**src/rtl/hit_tx_pkg.sv**
```systemverilog
// hit_tx_pkg: register map, FSM state and reset defaults shared by
// hit_transmit and hit_tx_chan.
package hit_tx_pkg;

    localparam logic [7:0] ADDR_PERIOD    = 8'h00;
    localparam logic [7:0] ADDR_BURST     = 8'h01;
    localparam logic [7:0] ADDR_SWEEP_MAX = 8'h02;
    localparam logic [7:0] ADDR_DELAY     = 8'h10;
    localparam logic [7:0] ADDR_WIDTH     = 8'h20;

    localparam int unsigned MIN_PERIOD = 2;

    typedef enum logic {
        IDLE,
        RUN
    } state_t;

    function automatic int unsigned def_period(input int unsigned clk_freq);
        return clk_freq / 1000000;
    endfunction

    function automatic int unsigned def_width();
        return 4;
    endfunction

endpackage

```
**src/rtl/hit_tx_chan.sv**
```systemverilog
// hit_tx_chan: one hit channel -- staging/active DELAY and WIDTH
// registers plus the registered window comparator.
module hit_tx_chan
    import hit_tx_pkg::*;
#(
    parameter int CH         = 0,
    parameter int DATA_WIDTH = 32
) (
    input  logic                  clk,
    input  logic                  reset,
    input  logic                  cfg_wr,
    input  logic [7:0]            cfg_addr,
    input  logic [DATA_WIDTH-1:0] cfg_data,
    input  logic                  load,
    input  logic                  run,
    input  logic [DATA_WIDTH-1:0] fcnt,
    input  logic [DATA_WIDTH-1:0] offset,
    output logic                  hit
);

    localparam logic [DATA_WIDTH-1:0] WIDTH_RST = DATA_WIDTH'(def_width());
    localparam logic [7:0] A_DLY = ADDR_DELAY + 8'(CH);
    localparam logic [7:0] A_WID = ADDR_WIDTH + 8'(CH);

    logic [DATA_WIDTH-1:0] dly_stg_q, dly_stg_d;
    logic [DATA_WIDTH-1:0] wid_stg_q, wid_stg_d;
    logic [DATA_WIDTH-1:0] dly_q, dly_d;
    logic [DATA_WIDTH-1:0] wid_q, wid_d;
    logic                  hit_q, hit_d;
    logic [DATA_WIDTH:0]   d_eff;
    logic [DATA_WIDTH+1:0] d_end;

    always_comb begin
        dly_stg_d = dly_stg_q;
        wid_stg_d = wid_stg_q;
        if (cfg_wr && cfg_addr == A_DLY) dly_stg_d = cfg_data;
        if (cfg_wr && cfg_addr == A_WID) wid_stg_d = cfg_data;
        dly_d = load ? dly_stg_q : dly_q;
        wid_d = load ? wid_stg_q : wid_q;
        // Extra bits keep D+WIDTH from wrapping; the frame end truncates.
        d_eff = {1'b0, dly_q} + {1'b0, offset};
        d_end = {1'b0, d_eff} + {2'b00, wid_q};
        hit_d = run && (wid_q != '0)
             && ({1'b0, fcnt} >= d_eff)
             && ({2'b00, fcnt} < d_end);
    end

    always_ff @(posedge clk) begin
        if (reset) begin
            dly_stg_q <= '0;
            wid_stg_q <= WIDTH_RST;
            dly_q     <= '0;
            wid_q     <= WIDTH_RST;
            hit_q     <= 1'b0;
        end else begin
            dly_stg_q <= dly_stg_d;
            wid_stg_q <= wid_stg_d;
            dly_q     <= dly_d;
            wid_q     <= wid_d;
            hit_q     <= hit_d;
        end
    end

    assign hit = hit_q;

endmodule

```
**src/rtl/hit_transmit.sv**
```systemverilog
// hit_transmit: programmable start/stop hit-pulse generator for TDC
// loop-back; optional delay sweep compiled in with HIT_TX_SWEEP_EN.
module hit_transmit
    import hit_tx_pkg::*;
#(
    parameter int CHANNEL    = 8,
    parameter int DATA_WIDTH = 32,
    parameter int CLK_FREQ   = 200000000
) (
    input  logic                  clk,
    input  logic                  reset,
    input  logic                  cfg_wr,
    input  logic [7:0]            cfg_addr,
    input  logic [DATA_WIDTH-1:0] cfg_data,
    input  logic                  start,
    input  logic                  stop,
    output logic                  busy,
    output logic                  frame_strobe,
    output logic                  done,
    output logic [DATA_WIDTH-1:0] frames_sent,
    output logic [CHANNEL-1:0]    hit
);

    localparam logic [DATA_WIDTH-1:0] PERIOD_RST =
        DATA_WIDTH'(def_period(CLK_FREQ));
    localparam logic [DATA_WIDTH-1:0] PMIN = DATA_WIDTH'(MIN_PERIOD);
    localparam logic [DATA_WIDTH-1:0] ONE  = DATA_WIDTH'(1);

    state_t                state_q, state_d;
    logic [DATA_WIDTH-1:0] fcnt_q, fcnt_d;
    logic [DATA_WIDTH-1:0] frames_q, frames_d;
    logic                  stop_q, stop_d;
    logic                  done_q, done_d;
    logic                  strobe_q, strobe_d;
    logic [DATA_WIDTH-1:0] period_stg_q, period_stg_d;
    logic [DATA_WIDTH-1:0] period_act_q, period_act_d;
    logic [DATA_WIDTH-1:0] burst_stg_q, burst_stg_d;
    logic [DATA_WIDTH-1:0] burst_act_q, burst_act_d;
    logic [DATA_WIDTH-1:0] offset;
`ifdef HIT_TX_SWEEP_EN
    logic [DATA_WIDTH-1:0] sweep_stg_q, sweep_stg_d;
    logic [DATA_WIDTH-1:0] sweep_act_q, sweep_act_d;
    logic [DATA_WIDTH-1:0] offset_q, offset_d;
`endif

    logic run, go, wrap, last, fin, load;

    always_comb begin
        run  = (state_q == RUN);
        go   = !run && start;
        wrap = run && (fcnt_q == period_act_q - ONE);
        last = ({1'b0, frames_q} + (DATA_WIDTH+1)'(1))
            == {1'b0, burst_act_q};
        fin  = wrap && (stop_q || stop
                        || (burst_act_q != '0 && last));
        load = go || wrap;

        period_stg_d = period_stg_q;
        burst_stg_d  = burst_stg_q;
`ifdef HIT_TX_SWEEP_EN
        sweep_stg_d  = sweep_stg_q;
`endif
        if (cfg_wr) begin
            unique case (cfg_addr)
                ADDR_PERIOD: period_stg_d = cfg_data;
                ADDR_BURST:  burst_stg_d  = cfg_data;
`ifdef HIT_TX_SWEEP_EN
                ADDR_SWEEP_MAX: sweep_stg_d = cfg_data;
`endif
                default: ;
            endcase
        end

        // Active copies change only at a frame edge so no frame mixes settings.
        period_act_d = period_act_q;
        burst_act_d  = burst_act_q;
        if (load) begin
            period_act_d = (period_stg_q < PMIN) ? PMIN : period_stg_q;
            burst_act_d  = burst_stg_q;
        end

        state_d = state_q;
        if (go)       state_d = RUN;
        else if (fin) state_d = IDLE;

        fcnt_d = (run && !wrap) ? fcnt_q + ONE : '0;

        frames_d = frames_q;
        if (go)                        frames_d = '0;
        else if (wrap && frames_q != '1) frames_d = frames_q + ONE;

        stop_d = stop_q;
        if (!run)      stop_d = go && stop;
        else if (fin)  stop_d = 1'b0;
        else if (stop) stop_d = 1'b1;

        done_d   = fin;
        strobe_d = run && (fcnt_q == '0);

`ifdef HIT_TX_SWEEP_EN
        sweep_act_d = load ? sweep_stg_q : sweep_act_q;
        offset_d    = offset_q;
        if (go)
            offset_d = '0;
        else if (wrap)
            offset_d = (offset_q >= sweep_act_q) ? '0 : offset_q + ONE;
`endif
    end

`ifdef HIT_TX_SWEEP_EN
    assign offset = offset_q;
`else
    assign offset = '0;
`endif

    always_ff @(posedge clk) begin
        if (reset) begin
            state_q      <= IDLE;
            fcnt_q       <= '0;
            frames_q     <= '0;
            stop_q       <= 1'b0;
            done_q       <= 1'b0;
            strobe_q     <= 1'b0;
            period_stg_q <= PERIOD_RST;
            period_act_q <= PERIOD_RST;
            burst_stg_q  <= '0;
            burst_act_q  <= '0;
`ifdef HIT_TX_SWEEP_EN
            sweep_stg_q  <= '0;
            sweep_act_q  <= '0;
            offset_q     <= '0;
`endif
        end else begin
            state_q      <= state_d;
            fcnt_q       <= fcnt_d;
            frames_q     <= frames_d;
            stop_q       <= stop_d;
            done_q       <= done_d;
            strobe_q     <= strobe_d;
            period_stg_q <= period_stg_d;
            period_act_q <= period_act_d;
            burst_stg_q  <= burst_stg_d;
            burst_act_q  <= burst_act_d;
`ifdef HIT_TX_SWEEP_EN
            sweep_stg_q  <= sweep_stg_d;
            sweep_act_q  <= sweep_act_d;
            offset_q     <= offset_d;
`endif
        end
    end

    // Channel 0 is the start reference and is never swept.
    for (genvar ch = 0; ch < CHANNEL; ch++) begin : g_chan
        hit_tx_chan #(
            .CH         (ch),
            .DATA_WIDTH (DATA_WIDTH)
        ) u_chan (
            .clk      (clk),
            .reset    (reset),
            .cfg_wr   (cfg_wr),
            .cfg_addr (cfg_addr),
            .cfg_data (cfg_data),
            .load     (load),
            .run      (run),
            .fcnt     (fcnt_q),
            .offset   ((ch == 0) ? '0 : offset),
            .hit      (hit[ch])
        );
    end

    assign busy         = (state_q == RUN);
    assign frame_strobe = strobe_q;
    assign done         = done_q;
    assign frames_sent  = frames_q;

endmodule

```
**config.mk**
```make
export PLATFORM = sky130hd
export DESIGN_NAME = hit_transmit
export DESIGN_NICKNAME = d
export VERILOG_FILES = /design/src/rtl/hit_tx_pkg.sv /design/src/rtl/hit_tx_chan.sv /design/src/rtl/hit_transmit.sv
export SDC_FILE = /design/constraint.sdc
export NUM_CORES = 2
export LEC_CHECK = 0
export BUFFER_PORTS_ARGS = -buffer_cell sky130_fd_sc_hd__buf_2
export CORE_ASPECT_RATIO = 0.75
export CORE_MARGIN = 3
export CORE_UTILIZATION = 42
export DETAILED_ROUTE_END_ITERATION = 10
export GPL_TIMING_DRIVEN = 0
export PLACE_DENSITY_LB_ADDON = 0.15
export SLEW_MARGIN = 20
export SYNTH_ARGS = -nofsm -noshare
export SYNTH_HDL_FRONTEND = slang
export SYNTH_HIERARCHICAL = 1
export SYNTH_SLANG_ARGS = --single-unit
```
**constraint.sdc**
```tcl
create_clock -name clk -period 7.7 [get_ports clk]
set_clock_uncertainty 0.1 [all_clocks]
set_input_delay 0.77 -clock clk [delete_from_list [all_inputs] [get_ports clk]]
set_output_delay 0.77 -clock clk [all_outputs]
set_load 0.05 [all_outputs]
```
==> results by group <==
Synth
  – Yosys top cell by area: dfxtp_1
  – Predominant post-synthesis flop cell: dfxtp_1
  – Ranking of synthesized cells by area: dfxtp_1 (30%), ha_1 (16%), mux2i_1 (6.9%)
  – Yosys cell types: 113
  – Yosys top cell area share: 29.7%
  – Cells after synthesis: 10,100
  – Synth Warn #: 6
  – Post-Synthesis Cell Area: 0.0828 sq mm
  – Sequential area share after synthesis: 29.7%
  – Synth Register Bits: 1,228
  – Post-synth ARST share: 0%
  – Syn_area_per_cell: about 8.2 sq um
  – Post-synth EDFFs: 0
  – Most frequent cell after synthesis: nand2_1
  – Post-synth top cells: nand2_1 (1,428), dfxtp_1 (1,228), a21oi_1 (1,141)

Setup path
  – Startpoint type of the worst setup path: register
  – Crit path launch: fcnt_q[5]
  – Setup CP Type: register to register
  – CP Data Required Time: 8.25 ns
  – Delay-heaviest family, CP: buffers and inverters
  – Bufs and invs on worst path: 8
  – Crit Path Max Fanout: 11
  – RR Startpoint: fcnt_q[5]
  – Crit end category: register
  – Worst-path cell chain: buf_16 -> buf_1 -> xnor2_1 -> a21boi_0 -> o2111ai_1 -> a2111oi_0 -> nand4_1 -> a2111oi_4 -> a21oi_1 -> clkbuf_1 -> clkbuf_1 -> inv_2 -> buf_12 -> clkbuf_1 -> buf_1 -> mux2i_1 -> nor2_1
  – Critical Path Max Stage Delay: 0.86 ns
  – Critical path arrival: approximately 7.1 ns
  – Most common cell on crit path: clkbuf_1
  – Slowest-stage cell, CP: buf_1

GRT
  – Vias in the first global route: 70,300
  – Largest net degree at the start of global routing: 34
  – Gr usage total: 27.9%
  – Initial antenna violation count: 35
  – Total congestion overflow: 0
  – First-pass GRT wire length: 436,000 um

CTS
  – Reg clk slew, reported paths: 0.06 ns
  – Clock latency on the worst-skew pair: 0.80 ns
  – Number of buffers added to fix hold violations after cts: 0
  – CTS H-Tree Depth: 4
  – CTS Sinks: 1,228
  – Total CTS buffers: 133
  – Post-CTS Resized: 0
  – Postcts setup bufs: 0
  – CTS Buffer Depth: 3
  – Clock root cell: clkbuf_16
  – CTS tree: yes

Layout
  – Nets: 11,700
  – # fillers: 19,100
  – Multi-input logic area: 0.0561 sq mm
  – Layout cells sized above 1: 5.14%
  – Reg area: between 0.02 and 0.025 sq mm
  – Synthesis-to-finish area growth: 11.8%
  – Non-Filler Instances: 13,300

STA
  – Final worst-path cycle share: approximately 86%
  – F_max: 152 MHz
  – Slew HR: 18.1%
  – Final TNS setup: 0 ns
  – Unrepaired setup endpoints after global routing: false
  – Final slew viol count: 0
  – Setup ws final: 1.11 ns
  – Final setup viols: 0
  – Minimum clock period after layout: 6.59 ns
  – Slew @ Worst Pin: 1.23 ns
  – Final hold vios: 0

Placed design
  – Cells after DPL: 13,100
  – DP Worst Slack: about 1.2 ns
  – Final Wtd Congestion: 0.912
  – IO Port Bufs: 87
  – HPWL after DPL: 208,000 um

Drt
  – Post-Route WL: between 200,000 and 300,000 um
  – First-pass DRT Iterations: 9
  – 1st-iter DRT viols: 8,088
  – Residual DRC: 0
  – Vias per inst: about 5.7
  – Antenna Nets Post-Route: 0
  – Vias: between 70,000 and 80,000
  – WL per Instance: 22.0 um

Die
  – Die Y: approximately 390 um
  – Initial Util: 42.5%
  – Core area: 0.195 sq mm
  – Row cnt: 140
  – Die ar.: 0.203 sq mm
  – IO Count: a little under 90
  – Horiz. Die Dim: just over 500 um

Pwr
  – Power per Cell Area: 157 mW/mm^2
  – Sequential Power Share: a little over two fifths
  – Clock share of power: 45.6%
  – Sw frac: 27.3%
  – Combinational Power Share: 10.5%
  – P_sw: 0.00396 W
  – P_int: around 0.011 W
  – Lkg Pwr: 40.9 nW
  – Peak supply drop: 210 uV

Hold path
  – Worst min path class: primary input to register
  – Worst hold start: start

Run
  – Max-cap violation count: 0

Run status
  – Status: finished clean
==> kinds of logic (layout without fill, tap and decap cells) <==
kind of cell	after synthesis	after routing	share of synthesized area (%)
and+or+nand+nor	3321	3321	18.3
other	1	272	0.00453
AOI/OAI and AO/OA	2508	2508	18.8
xor gates and xnor gates	606	606	6.41
DFF	1228	1228	29.7
adders and majority gates	1052	1052	16.0
buffers and inverters	811	1160	3.80
muxes	574	574	6.94
==> cells in the final DEF (no fill, tap or decap), drive strengths merged, types with 29 or more instances in the layout <==
cell type and instances:
a211o 31, a211oi 77, a21o 309, a21oi 1151, a31oi 73, and3 75, and4 31, buf 196
clkbuf 487, clkinv 36, conb 264, dfxtp 1228, ha 1036, inv 424, mux2i 572, nand2 1428
nand2b 78, nand3 154, nand3b 30, nand4 160, nor2 881, nor2b 72, nor3 82, nor4 117
o211ai 54, o21a 64, o21ai 383, o21bai 77, o31ai 51, or2 31, or3 53, or4 29
xnor2 342, xor2 264
==> power groups by stage <==
stage / Combinational (W) / Sequential (W) / Clock [W]
after floorplan: 0.000939 / 0.00651 / 0
after global placement: 0.00144 / 0.00652 / 0
after detailed placement: 0.00149 / 0.00651 / 0
after CTS: 0.00149 / 0.00637 / 0.00674
after global routing: 0.00164 / 0.00637 / 0.00698
final: 0.00152 / 0.00637 / 0.00661
==> worst paths after layout <==
kind / cells past startpoint / to / slack [ns]
setup / recovery: 17 / g_chan[3].u_chan/wid_q[28] / 1.11
hold / removal: 3 / busy / 0.16
setup reg to reg: 17 / g_chan[3].u_chan/wid_q[28] / 1.11
hold reg to reg: 2 / g_chan[7].u_chan/dly_stg_q[15] / 0.35
==> per-stage QoR <==
stage / util, % / instance area [sq um] / hold WS, ns / power, W
6_report: 47.5 / 92600 / 0.159 / 0.0145
3_5_place_dp: 45.2 / 88200 / 0.346 / 0.00800
2_1_floorplan: - / 83800 / 0.332 / 0.00745
4_1_cts: 47.5 / 92600 / 0.116 / 0.0146
3_3_place_gp: 44.9 / 87500 / 0.341 / 0.00796
5_1_grt: 47.5 / 92600 / 0.145 / 0.0150
==> per-layer routing <==
metal / global-route usage, % / vias up / wire length [um]
li1: - / 36700 / -
met1: 40.8 / 36400 / 136000
met2: 41.4 / 2861 / 121000
met3: 4.84 / 456 / 26600
met4: 8.73 / 0 / 9740
met5: 0 / - / 0
==> worst min-delay path, delay by kind of cell <==
| kind | cells | cell delay [ns] |
|---|---|---|
| AND/OR/NAND/NOR | 2 | 0.13 |
| buffers and inverters | 1 | 0.11 |
==> sequential cells by signal, summed over array words and instances (netlist names), 8 cells and up <==
signal                   flops
g_chan.u_chan/wid_stg_q    256
g_chan.u_chan/dly_stg_q    256
fcnt_q                      32
burst_stg_q                 32
g_chan.u_chan/dly_q        256
g_chan.u_chan/hit            8
frames_sent                 32
g_chan.u_chan/wid_q        256
burst_act_q                 32
period_act_q                32
period_stg_q                32
==> layout make-up <==
cell class	instances	area share [%]
multi-input combinational	8325	60.6
sequential	1228	26.6
clock buffer	177	3.98
tap	2627	3.55
buffer	396	1.72
inverter	415	1.68
timing repair buffer	110	1.05
clock inverter	62	0.786
antenna	8	0.0216
Note: power is estimated with default switching activity, not from simulation.
